==> src/rtl/issue_pair_scheduler_pkg.sv <==
// Shared definitions for the dual-issue pair scheduler and the decode-stage
// forwarding block: scheduler FSM encodings, compare-slot indices and the
// RS_SEL_* forwarding mux select codes.
package issue_pair_scheduler_pkg;

  // Scheduler FSM encodings
  typedef enum logic [1:0] {
    SCHED_PAIR    = 2'd0,
    SCHED_SPLIT   = 2'd1,
    SCHED_LDSTALL = 2'd2
  } sched_state_t;

  // Bit positions in the hazard_compare hit vector
  localparam int SCHED_HIT_TRK0 = 0;  // load tracker of lane 0
  localparam int SCHED_HIT_TRK1 = 1;  // load tracker of lane 1
  localparam int SCHED_HIT_PAIR = 2;  // rd of the older slot in the same pair
  localparam int SCHED_NUM_CMP  = 3;

  // Forwarding mux select codes used by the decode-stage operand mux
  localparam logic [1:0] RS_SEL_RF  = 2'd0;
  localparam logic [1:0] RS_SEL_EX  = 2'd1;
  localparam logic [1:0] RS_SEL_MEM = 2'd2;
  localparam logic [1:0] RS_SEL_WB  = 2'd3;

  // Width of a down-counter able to hold the value n (at least one bit)
  function automatic int sched_cnt_w(input int n);
    return (n < 2) ? 1 : $clog2(n + 1);
  endfunction

endpackage

==> src/rtl/issue_pair_scheduler_hazard_compare.sv <==
// Source-vs-destination match for one decode slot. Each of the slot's two
// sources is compared against a small set of candidate destinations; a
// source only participates when it is read and is not x0, a destination only
// when it is written and is not x0.
module hazard_compare
  import issue_pair_scheduler_pkg::*;
#(
  parameter int AW = 5
)(
  input  logic [AW-1:0]                    i_rs1_addr,
  input  logic                             i_rs1_use,
  input  logic [AW-1:0]                    i_rs2_addr,
  input  logic                             i_rs2_use,
  input  logic [SCHED_NUM_CMP-1:0][AW-1:0] i_rd_addr,
  input  logic [SCHED_NUM_CMP-1:0]         i_rd_vld,
  output logic [SCHED_NUM_CMP-1:0]         o_hit
);

  logic w_rs1_act;
  logic w_rs2_act;

  assign w_rs1_act = i_rs1_use && (i_rs1_addr != '0);
  assign w_rs2_act = i_rs2_use && (i_rs2_addr != '0);

  // One hit bit per candidate destination
  always_comb begin
    o_hit = '0;
    for (int k = 0; k < SCHED_NUM_CMP; k++) begin
      o_hit[k] = i_rd_vld[k] && (i_rd_addr[k] != '0) &&
                 ((w_rs1_act && (i_rs1_addr == i_rd_addr[k])) ||
                  (w_rs2_act && (i_rs2_addr == i_rd_addr[k])));
    end
  end

endmodule

==> src/rtl/issue_pair_scheduler.sv <==
// Dual-issue pair scheduler. Decides each cycle which of the two decoded
// instructions enter ID/EX, splits dependent pairs over two cycles and
// inserts load-use bubbles.
//
// Handshake: issue_vld_N is a one-cycle accept of decode slot N into lane N;
// dec_hold=1 means the decode register must present the same pair next
// cycle. There is no back-pressure on issue_vld beyond pipe_stall.
module issue_pair_scheduler
  import issue_pair_scheduler_pkg::*;
#(
  parameter int RF_ADDR_WIDTH   = 5,
  parameter int LOAD_USE_CYCLES = 1
)(
  input  logic                     clk,
  input  logic                     rst,
  input  logic                     dec_vld_0,
  input  logic                     dec_vld_1,
  input  logic [RF_ADDR_WIDTH-1:0] dec_rs1_addr_0,
  input  logic [RF_ADDR_WIDTH-1:0] dec_rs2_addr_0,
  input  logic [RF_ADDR_WIDTH-1:0] dec_rs1_addr_1,
  input  logic [RF_ADDR_WIDTH-1:0] dec_rs2_addr_1,
  input  logic                     dec_rs1_use_0,
  input  logic                     dec_rs2_use_0,
  input  logic                     dec_rs1_use_1,
  input  logic                     dec_rs2_use_1,
  input  logic [RF_ADDR_WIDTH-1:0] dec_rd_addr_0,
  input  logic [RF_ADDR_WIDTH-1:0] dec_rd_addr_1,
  input  logic                     dec_rd_wen_0,
  input  logic                     dec_rd_wen_1,
  input  logic                     dec_is_load_0,
  input  logic                     dec_is_load_1,
  input  logic                     dec_is_ctrl_0,
  input  logic                     pipe_stall,
  input  logic                     flush,
  output logic                     issue_vld_0,
  output logic                     issue_vld_1,
  output logic                     dec_hold,
  output logic                     split_active,
  output logic [1:0]               dbg_state
);

  localparam int AW = RF_ADDR_WIDTH;
  localparam int CW = sched_cnt_w(LOAD_USE_CYCLES);

  sched_state_t r_state, w_state_nxt, w_eval_state;
  logic         r_ret_split, w_ret_split_nxt;
  logic [CW-1:0] r_cnt, w_cnt_nxt;
  logic [CW-1:0] r_trk_cnt_0, r_trk_cnt_1;
  logic [AW-1:0] r_trk_rd_0, r_trk_rd_1;

  logic [SCHED_NUM_CMP-1:0][AW-1:0] w_cmp_rd_s0, w_cmp_rd_s1;
  logic [SCHED_NUM_CMP-1:0]         w_cmp_vld_s0, w_cmp_vld_s1;
  logic [SCHED_NUM_CMP-1:0]         w_hit_s0, w_hit_s1;
  logic w_waw, w_split, w_ldu_0, w_ldu_1;
  logic w_iv0, w_iv1, w_hold;

  // Slot 0 sees only the load trackers; slot 1 also sees slot 0's rd
  assign w_cmp_rd_s0  = {{AW{1'b0}}, r_trk_rd_1, r_trk_rd_0};
  assign w_cmp_vld_s0 = {1'b0, (r_trk_cnt_1 != '0), (r_trk_cnt_0 != '0)};
  assign w_cmp_rd_s1  = {dec_rd_addr_0, r_trk_rd_1, r_trk_rd_0};
  assign w_cmp_vld_s1 = {dec_rd_wen_0, (r_trk_cnt_1 != '0), (r_trk_cnt_0 != '0)};

  hazard_compare #(.AW(AW)) u_cmp_s0 (
    .i_rs1_addr (dec_rs1_addr_0),
    .i_rs1_use  (dec_rs1_use_0),
    .i_rs2_addr (dec_rs2_addr_0),
    .i_rs2_use  (dec_rs2_use_0),
    .i_rd_addr  (w_cmp_rd_s0),
    .i_rd_vld   (w_cmp_vld_s0),
    .o_hit      (w_hit_s0)
  );

  hazard_compare #(.AW(AW)) u_cmp_s1 (
    .i_rs1_addr (dec_rs1_addr_1),
    .i_rs1_use  (dec_rs1_use_1),
    .i_rs2_addr (dec_rs2_addr_1),
    .i_rs2_use  (dec_rs2_use_1),
    .i_rd_addr  (w_cmp_rd_s1),
    .i_rd_vld   (w_cmp_vld_s1),
    .o_hit      (w_hit_s1)
  );

  assign w_waw   = dec_rd_wen_0 && dec_rd_wen_1 && (dec_rd_addr_0 != '0) &&
                   (dec_rd_addr_0 == dec_rd_addr_1);
  assign w_split = w_hit_s1[SCHED_HIT_PAIR] || w_waw || dec_is_ctrl_0 ||
                   (dec_is_load_0 && dec_is_load_1);
  // Slot 0 compare never has the pair bit set, so OR of all bits is load-use
  assign w_ldu_0 = |w_hit_s0;
  assign w_ldu_1 = w_hit_s1[SCHED_HIT_TRK0] || w_hit_s1[SCHED_HIT_TRK1];

  // Once the load-use count is exhausted, LDSTALL acts as its originating
  // state in the same cycle so the bubble count equals LOAD_USE_CYCLES.
  assign w_eval_state = (r_state == SCHED_LDSTALL && r_cnt == '0) ?
                        (r_ret_split ? SCHED_SPLIT : SCHED_PAIR) : r_state;

  // Next-state and issue decisions; stall, flush and reset override in order
  always_comb begin
    w_state_nxt     = r_state;
    w_cnt_nxt       = r_cnt;
    w_ret_split_nxt = r_ret_split;
    w_iv0           = 1'b0;
    w_iv1           = 1'b0;
    w_hold          = 1'b0;
    case (w_eval_state)
      SCHED_PAIR: begin
        if ((dec_vld_0 && w_ldu_0) || (!dec_vld_0 && dec_vld_1 && w_ldu_1)) begin
          w_hold          = 1'b1;
          w_state_nxt     = SCHED_LDSTALL;
          w_cnt_nxt       = CW'(LOAD_USE_CYCLES - 1);
          w_ret_split_nxt = 1'b0;
        end else if (dec_vld_0 && dec_vld_1 && (w_split || w_ldu_1)) begin
          w_iv0       = 1'b1;
          w_hold      = 1'b1;
          w_state_nxt = SCHED_SPLIT;
        end else begin
          w_iv0       = dec_vld_0;
          w_iv1       = dec_vld_1;
          w_state_nxt = SCHED_PAIR;
        end
      end
      SCHED_SPLIT: begin
        if (w_ldu_1) begin
          w_hold          = 1'b1;
          w_state_nxt     = SCHED_LDSTALL;
          w_cnt_nxt       = CW'(LOAD_USE_CYCLES - 1);
          w_ret_split_nxt = 1'b1;
        end else begin
          w_iv1       = 1'b1;
          w_state_nxt = SCHED_PAIR;
        end
      end
      SCHED_LDSTALL: begin
        w_hold    = 1'b1;
        w_cnt_nxt = r_cnt - 1'b1;
      end
      default: w_state_nxt = SCHED_PAIR;
    endcase
    if (pipe_stall) begin
      w_iv0           = 1'b0;
      w_iv1           = 1'b0;
      w_hold          = 1'b1;
      w_state_nxt     = r_state;
      w_cnt_nxt       = r_cnt;
      w_ret_split_nxt = r_ret_split;
    end
    if (flush) begin
      w_iv0           = 1'b0;
      w_iv1           = 1'b0;
      w_hold          = 1'b0;
      w_state_nxt     = SCHED_PAIR;
      w_cnt_nxt       = '0;
      w_ret_split_nxt = 1'b0;
    end
    if (rst) begin
      w_iv0  = 1'b0;
      w_iv1  = 1'b0;
      w_hold = 1'b0;
    end
  end

  // FSM state, bubble counter and return-state registers
  always_ff @(posedge clk) begin
    if (rst) begin
      r_state     <= SCHED_PAIR;
      r_cnt       <= '0;
      r_ret_split <= 1'b0;
    end else begin
      r_state     <= w_state_nxt;
      r_cnt       <= w_cnt_nxt;
      r_ret_split <= w_ret_split_nxt;
    end
  end

  // Per-lane load trackers: rd of an issued load stays visible for
  // LOAD_USE_CYCLES non-stalled cycles
  always_ff @(posedge clk) begin
    if (rst || flush) begin
      r_trk_cnt_0 <= '0;
      r_trk_cnt_1 <= '0;
      r_trk_rd_0  <= '0;
      r_trk_rd_1  <= '0;
    end else if (!pipe_stall) begin
      if (w_iv0 && dec_is_load_0 && dec_rd_wen_0 && (dec_rd_addr_0 != '0)) begin
        r_trk_rd_0  <= dec_rd_addr_0;
        r_trk_cnt_0 <= CW'(LOAD_USE_CYCLES);
      end else if (r_trk_cnt_0 != '0) begin
        r_trk_cnt_0 <= r_trk_cnt_0 - 1'b1;
      end
      if (w_iv1 && dec_is_load_1 && dec_rd_wen_1 && (dec_rd_addr_1 != '0)) begin
        r_trk_rd_1  <= dec_rd_addr_1;
        r_trk_cnt_1 <= CW'(LOAD_USE_CYCLES);
      end else if (r_trk_cnt_1 != '0) begin
        r_trk_cnt_1 <= r_trk_cnt_1 - 1'b1;
      end
    end
  end

  assign issue_vld_0  = w_iv0;
  assign issue_vld_1  = w_iv1;
  assign dec_hold     = w_hold;
  assign split_active = !rst && (r_state == SCHED_SPLIT);
  assign dbg_state    = rst ? SCHED_PAIR : r_state;

endmodule
==> config.mk <==
export PLATFORM = sky130hd
export DESIGN_NAME = issue_pair_scheduler
export DESIGN_NICKNAME = d
export VERILOG_FILES = /design/src/rtl/issue_pair_scheduler_pkg.sv /design/src/rtl/issue_pair_scheduler_hazard_compare.sv /design/src/rtl/issue_pair_scheduler.sv
export SDC_FILE = /design/constraint.sdc
export NUM_CORES = 1
export LEC_CHECK = 0
export ABC_AREA = 0
export ABC_CLOCK_PERIOD_IN_PS = 3320
export CAP_MARGIN = 20
export CORE_MARGIN = 4
export CORE_UTILIZATION = 47
export DETAILED_ROUTE_END_ITERATION = 12
export PLACE_DENSITY_LB_ADDON = 0.15
export SLEW_MARGIN = 10
export SYNTH_ARGS = -nofsm -noshare
export SYNTH_HDL_FRONTEND = slang
export SYNTH_SLANG_ARGS = --single-unit
==> constraint.sdc <==
create_clock -name clk -period 3.32 [get_ports clk]
set_input_delay 0.498 -clock clk [delete_from_list [all_inputs] [get_ports clk]]
set_output_delay 0.498 -clock clk [all_outputs]
set_load 0.01 [all_outputs]
Yosys cells after proc, flatten, opt, wreduce, memory -nomap -nowiden
Index checks and enable logic that the tools add are counted.

operators by class
  add/sub/neg operators = 3
  eq/ne operators = 17
  muxes and demuxes = 36
  bitwise gates (word level) = 3
  reductions and logical operators = 71

operators by type and width
  operator                                                                number
  5-bit equality test                                                     11
  5-bit nonzero test                                                      8
  1-bit logical AND                                                       39
  1-bit two-way mux                                                       27
  1-bit logical OR                                                        12
  2-bit two-way mux                                                       4
  4-bit AND reduction                                                     2
  1-bit one-hot mux with 3 select lines                                   2
  2-bit one-hot mux with 3 select lines                                   1
  2-bit AND reduction                                                     3
  2-bit by 1-bit equality test with 1-bit output (second input constant)  2
  2-bit equality test (second input constant)                             2
  2-bit inequality test (second input constant)                           2
  1-bit one-hot mux with 2 select lines                                   2
  2-bit OR reduction                                                      2
  1-bit NOT                                                               3
  3-bit nonzero test                                                      1
  1-bit subtractor (second input constant)                                3
  1-bit logical NOT                                                       2
  2-bit logical NOT                                                       1
  2-bit nonzero test                                                      1

storage, ports and cells
  register bits = 16
  input bits = 45
  output and inout port bits = 6
  logic and storage cells = 137

Longest topological paths before layout
  depth after elaboration = 20
  gate-level depth with buffers = 11
  mapped depth without buffers = 9

Cells and area by module
Synthesis repeated with hierarchy kept, for this count alone.

unflattened totals
  cells, all modules = 230
  area, all modules = 1813.0 um^2

by module, submodules not included
  module                instances  cells an instance  area an instance (um^2)  seq. area each (um^2)
  issue_pair_scheduler  1          120                984.7                    320.3
  hazard_compare        2          55                 414.1                    0.0

Worst setup path before layout
OpenSTA, ideal clock, no wires.

  path kind = input to output
  start = in dec_rs1_addr_0[0]
  end = out dec_hold
  arrival time = 2.242 ns
  data required time = 2.822 ns
  slack = 0.580 ns
  stages on the path = 9
  path buffers = 0
  path through = or4_1 > o21ai_1 > nor4_1 > o21bai_1 > a21oi_1 > or2_1 > a211oi_1 > o21a_1 > nor3_1

between the ends
  cells in the longest elaborated chain, start to end = 13
  elaborated cells between the ends (all ways) = 18
  those cells by class = eq/ne (2); mux (5); reduce/logical (11)

RTL lines
  what                                       RTL line                                   text
  start: declaration                         issue_pair_scheduler.sv:18                 input logic [RF_ADDR_WIDTH-1:0] dec_rs1_addr_0,
  5-bit nonzero test                         issue_pair_scheduler_hazard_compare.sv:22  assign w_rs1_act = i_rs1_use && (i_rs1_addr != '0);
  1-bit logical AND                          issue_pair_scheduler_hazard_compare.sv:22
  1-bit logical AND                          issue_pair_scheduler_hazard_compare.sv:30  ((w_rs1_act && (i_rs1_addr == i_rd_addr[k])) ||
  1-bit logical OR                           issue_pair_scheduler_hazard_compare.sv:30
  1-bit logical AND                          issue_pair_scheduler_hazard_compare.sv:29  o_hit[k] = i_rd_vld[k] && (i_rd_addr[k] != '0) &&
  2-bit OR reduction (*)                     issue_pair_scheduler.sv:88                 assign w_ldu_0 = |w_hit_s0;
  1-bit logical AND (*)                      issue_pair_scheduler.sv:106                if ((dec_vld_0 && w_ldu_0) || (!dec_vld_0 && dec_vld_1 && w_ldu_1)) begin
  1-bit logical OR (*)                       issue_pair_scheduler.sv:106
  1-bit two-way mux (*)                      issue_pair_scheduler.sv:106
  1-bit one-hot mux with 3 select lines (*)  issue_pair_scheduler.sv:104                case (w_eval_state)
  1-bit two-way mux (*)                      issue_pair_scheduler.sv:138                if (pipe_stall) begin
  1-bit two-way mux (*)                      issue_pair_scheduler.sv:146                if (flush) begin
  1-bit two-way mux (*)                      issue_pair_scheduler.sv:154                if (rst) begin
  end: declaration                           issue_pair_scheduler.sv:37                 output logic dec_hold,

Every way passes the cells marked *; elsewhere a longest branch is shown, timed or not.

Worst setup path after layout
  start = reg r_trk_rd_1[1]
  end = out dec_hold

between the ends
  cells in the longest elaborated chain, start to end = 13
  elaborated cells between the ends (all ways) = 28
  those cells by class = eq/ne (4); mux (7); reduce/logical (17)

RTL lines
  what                                       RTL line                                                                              text
  start: declaration                         issue_pair_scheduler.sv:49                                                            logic [AW-1:0] r_trk_rd_0, r_trk_rd_1;
  start signal: assignment                   issue_pair_scheduler.sv:190                                                           r_trk_rd_1 <= dec_rd_addr_1;
  5-bit equality test (on tied branches)     issue_pair_scheduler_hazard_compare.sv:30, issue_pair_scheduler_hazard_compare.sv:31
  1-bit logical AND (on tied branches)       issue_pair_scheduler_hazard_compare.sv:30, issue_pair_scheduler_hazard_compare.sv:31
  1-bit logical OR                           issue_pair_scheduler_hazard_compare.sv:30
  1-bit logical AND                          issue_pair_scheduler_hazard_compare.sv:29
  1-bit logical OR                           issue_pair_scheduler.sv:89                                                            assign w_ldu_1 = w_hit_s1[SCHED_HIT_TRK0] || w_hit_s1[SCHED_HIT_TRK1];
  1-bit logical OR                           issue_pair_scheduler.sv:111                                                           end else if (dec_vld_0 && dec_vld_1 && (w_split || w_ldu_1)) begin
  1-bit logical AND                          issue_pair_scheduler.sv:111
  1-bit two-way mux                          issue_pair_scheduler.sv:111
  1-bit two-way mux                          issue_pair_scheduler.sv:106
  1-bit one-hot mux with 3 select lines (*)  issue_pair_scheduler.sv:104
  1-bit two-way mux (*)                      issue_pair_scheduler.sv:138
  1-bit two-way mux (*)                      issue_pair_scheduler.sv:146
  1-bit two-way mux (*)                      issue_pair_scheduler.sv:154

Marked as above.

==> results.sh <==
export IMPL_viasPerCell=5.70
export IMPL_maxCapViolations=0
export IMPL_cts_max_level=1
export IMPL_synth_edff_count=0
export IMPL_num_vias=1928
export IMPL_timing_final_ws_setup_ps=-35.1
export IMPL_crit_chain="or4_1 -> o21ai_1 -> or3_1 -> o22ai_1 -> or2_1 -> a211oi_2 -> o21a_1 -> nor3_2 -> buf_2"
export IMPL_hold_viol_final=0
export IMPL_core_um2=3340
export IMPL_cp_top_family="simple AND/OR/NAND/NOR gates"
export IMPL_yosysMostFrequentCell="xnor2_1"
export IMPL_drt_wl_total_mm=6.15
export IMPL_crit_slowest_cell="or4_1"
export IMPL_wl_per_cell_um=18.2
export IMPL_dieWidth_um=66.7
export IMPL_fp_dieH_um=66.7
export IMPL_grt_pass1_vias=1811
export IMPL_grt_usage_pct=23.8
export IMPL_final_nets=339
export IMPL_post_route_min_period_ps=3360
export IMPL_antenna_cells=0
export IMPL_required_ps=2820
export IMPL_setup_viol=2
export IMPL_cts_tree="yes"
export IMPL_cts_root_buf="clkbuf_4"
export IMPL_grt_remaining_overflow=0
export IMPL_critPathArrivalTime_ps=2860
export IMPL_fin_setup_tns_ps=-63.7
export IMPL_cts_made_buffers=3
export IMPL_grt_max_degree=20
export IMPL_worstSetupStartpointType="flop"
export IMPL_synth_area_um2=1620
export IMPL_slowest_delay_ps=580
export IMPL_avgSynthCellArea_um2=7.91
export IMPL_power_density_nw_per_um2=187
export IMPL_seq_area_frac_synth_pct=19.8
export IMPL_outcome="finished, violations left"
export IMPL_p_leak_nw=1.21
export IMPL_ys_types=39
export IMPL_synth_area_top_cells="dfxtp_1 (20%), xnor2_1 (17%), xor2_1 (13%)"
export IMPL_worst_path_buf_inv=1
export IMPL_slew_violations=0
export IMPL_rrSetupSlack_ps=-30
export IMPL_ios=51
export IMPL_path_max_fanout=6
export IMPL_wl_met1_mm=2.33
export IMPL_fin_crit_sh_pct=101
export IMPL_die_area_um2=4450
export IMPL_hold_class="reg -> reg"
export IMPL_end_kind="primary output"
export IMPL_drc=0
export IMPL_drive_gt1_share_pct=29.8
export IMPL_grt_antenna_before_repair=0
export IMPL_dr_wl_met3_um=393
export IMPL_routed_top_layer="met4"
export IMPL_violations="negative setup slack"
export IMPL_synth_async_reset_ratio_pct=0
export IMPL_preCtsSetupSlack_ps=-428
export IMPL_criticalPathCategory="reg -> out"
export IMPL_rows=21
export IMPL_synth_nets=250
export IMPL_synthFlopType="dfxtp_1"
export IMPL_synthCells=205
export IMPL_synth_top_area_share_pct=19.8
export IMPL_portBuffers=50
export IMPL_drt_iter0_drc=162
export IMPL_synth_top_cells_by_count="xnor2_1 (31), xor2_1 (24), nor2_1 (18)"
export IMPL_fmax_mhz=298
export IMPL_start_util_pct=48.6
export IMPL_worstMarginPinSlew_ps=421
export IMPL_clk_latency_ps=300
export IMPL_syn_to_final_growth_pct=67.3
export IMPL_dpl_hpwl_mm=3.78
export IMPL_worst_clock_skew_ps=6.37
export IMPL_drtPass1Iterations=4
export IMPL_route_antenna_remaining_nets=0
export IMPL_grt_pass1_wl_mm=8.19
export IMPL_path_clk_slew_ps=100
export IMPL_cts_num_sinks=16
export IMPL_synth_seq_cells=16
export IMPL_ys_warn_count=0
export IMPL_yosysTopAreaCell="dfxtp_1"
export IMPL_wl_met2_mm=3.18
export IMPL_relSlewSlack_pct=71.9
export IMPL_cts_path_max_buffers=2
export IMPL_irDropWorstVdd_uv=212
export IMPL_gp_congestion=0.905
==> flip-flops by register name, summed over array words and instances (netlist names) <==
signal,cells
r_trk_cnt_1,1
r_state,2
r_trk_rd_1,5
r_trk_rd_0,5
r_cnt,1
r_ret_split,1
r_trk_cnt_0,1
==> routing by layer <==
layer,up-vias,global-route usage (%)
li1,893,-
met1,916,29.4
met2,92,42.8
met3,27,4.22
met4,0,4.57
met5,-,0
==> cell families after synthesis <==
family | Yosys count | share of synthesized area [%]
compound gates | 31 | 13.0
xor+xnor | 55 | 29.7
flops | 16 | 19.8
buf+inv | 18 | 4.71
simple gates | 74 | 26.0
mux | 11 | 6.79
==> through the flow <==
| stage | std cells | util (%) | cell area, um^2 | hold slack [ps] | power [W] |
|---|---|---|---|---|---|
| finish | 338 | 81.3 | 2710 | 475 | 0.000507 |
| global route | 338 | 81.3 | 2710 | 518 | 0.000533 |
| CTS | 335 | 75.2 | 2510 | 470 | 0.000485 |
| detailed placement | 319 | 70.8 | 2360 | 456 | 0.000370 |
| global placement | 319 | 70.8 | 2360 | 443 | 0.000368 |
| floorplan | 205 | - | 1620 | 435 | 0.000263 |
==> report_power, final <==
part | internal (W) | switching, W | leakage [nW]
combinational | 0.000116 | 0.0000881 | 1.07
sequential | 0.000193 | 0.00000181 | 0.130
clock | 0.0000424 | 0.0000666 | 0.0138
==> layout make-up <==
| class | instances | area, um^2 |
|---|---|---|
| clock buffers | 3 | 22.5 |
| repair buffers | 99 | 905 |
| well taps | 46 | 57.6 |
| multi-input cells | 171 | 1390 |
| inverters | 3 | 11.3 |
| flip-flops and latches | 16 | 323 |
| fillers | 221 | 624 |
==> cell usage in the layout, fill, tap and decap left out, types with 2 or more instances in the layout <==
cell type,synthesis,routed
buf_4,2,46
xnor2_1,31,30
clkdlybuf4s50_1,0,28
xor2_1,24,24
dlymetal6s2s_1,0,17
nor2_1,18,16
dfxtp_1,16,14
nand3_1,12,12
mux2i_1,11,11
a21oi_1,8,7
o21a_1,5,5
or4_4,0,4
o21ai_4,0,4
or4_1,8,4
nor4_1,11,4
nor4_4,0,4
nor3_1,5,4
nand2_1,4,4
inv_1,3,3
nor4_2,0,3
o21ai_1,6,3
nor2_2,1,3
clkbuf_4,0,3
buf_2,1,3
buf_6,0,3
o21ai_2,3,2
and3_1,2,2
or2_1,2,2
nor2b_1,2,2
dlygate4sd2_1,0,2
dfxtp_2,0,2
==> worst reg2reg max path: stages, from the launching register on <==
cell	delay, ps
dfxtp_1	450
or4_1	590
o21ai_1	260
or3_1	220
o22ai_1	110
or2_1	270
a211oi_2	290
buf_4	150
buf_4	90
buf_4	90
buf_4	90
buf_4	90
buf_4	100
buf_4	100
buf_4	100
buf_4	110
buf_4	100
nor3_1	40
==> path summary, 6_finish.rpt <==
check                        startpoint                        to  cells after the start
max reg2reg  r_trk_rd_1[1]$_SDFFE_PP0P_   r_state[1]$_SDFFE_PP0P_                     17
min            r_trk_cnt_1$_SDFFE_PP0N_  r_trk_cnt_1$_SDFFE_PP0N_                      2
max          r_trk_rd_1[1]$_SDFFE_PP0P_                  dec_hold                      9
min reg2reg    r_trk_cnt_1$_SDFFE_PP0N_  r_trk_cnt_1$_SDFFE_PP0N_                      2
==> timing repair <==
item / CTS / global route
hold buffers: 0 / 0
endpoints found under the hold margin: 0 / 0
resized for setup: 22 / 44
buffers inserted: 13 / 3
pin swaps: 12 / 23
endpoints found under the setup margin: 3 / 4
Note: power is estimated with default switching activity, not from simulation.
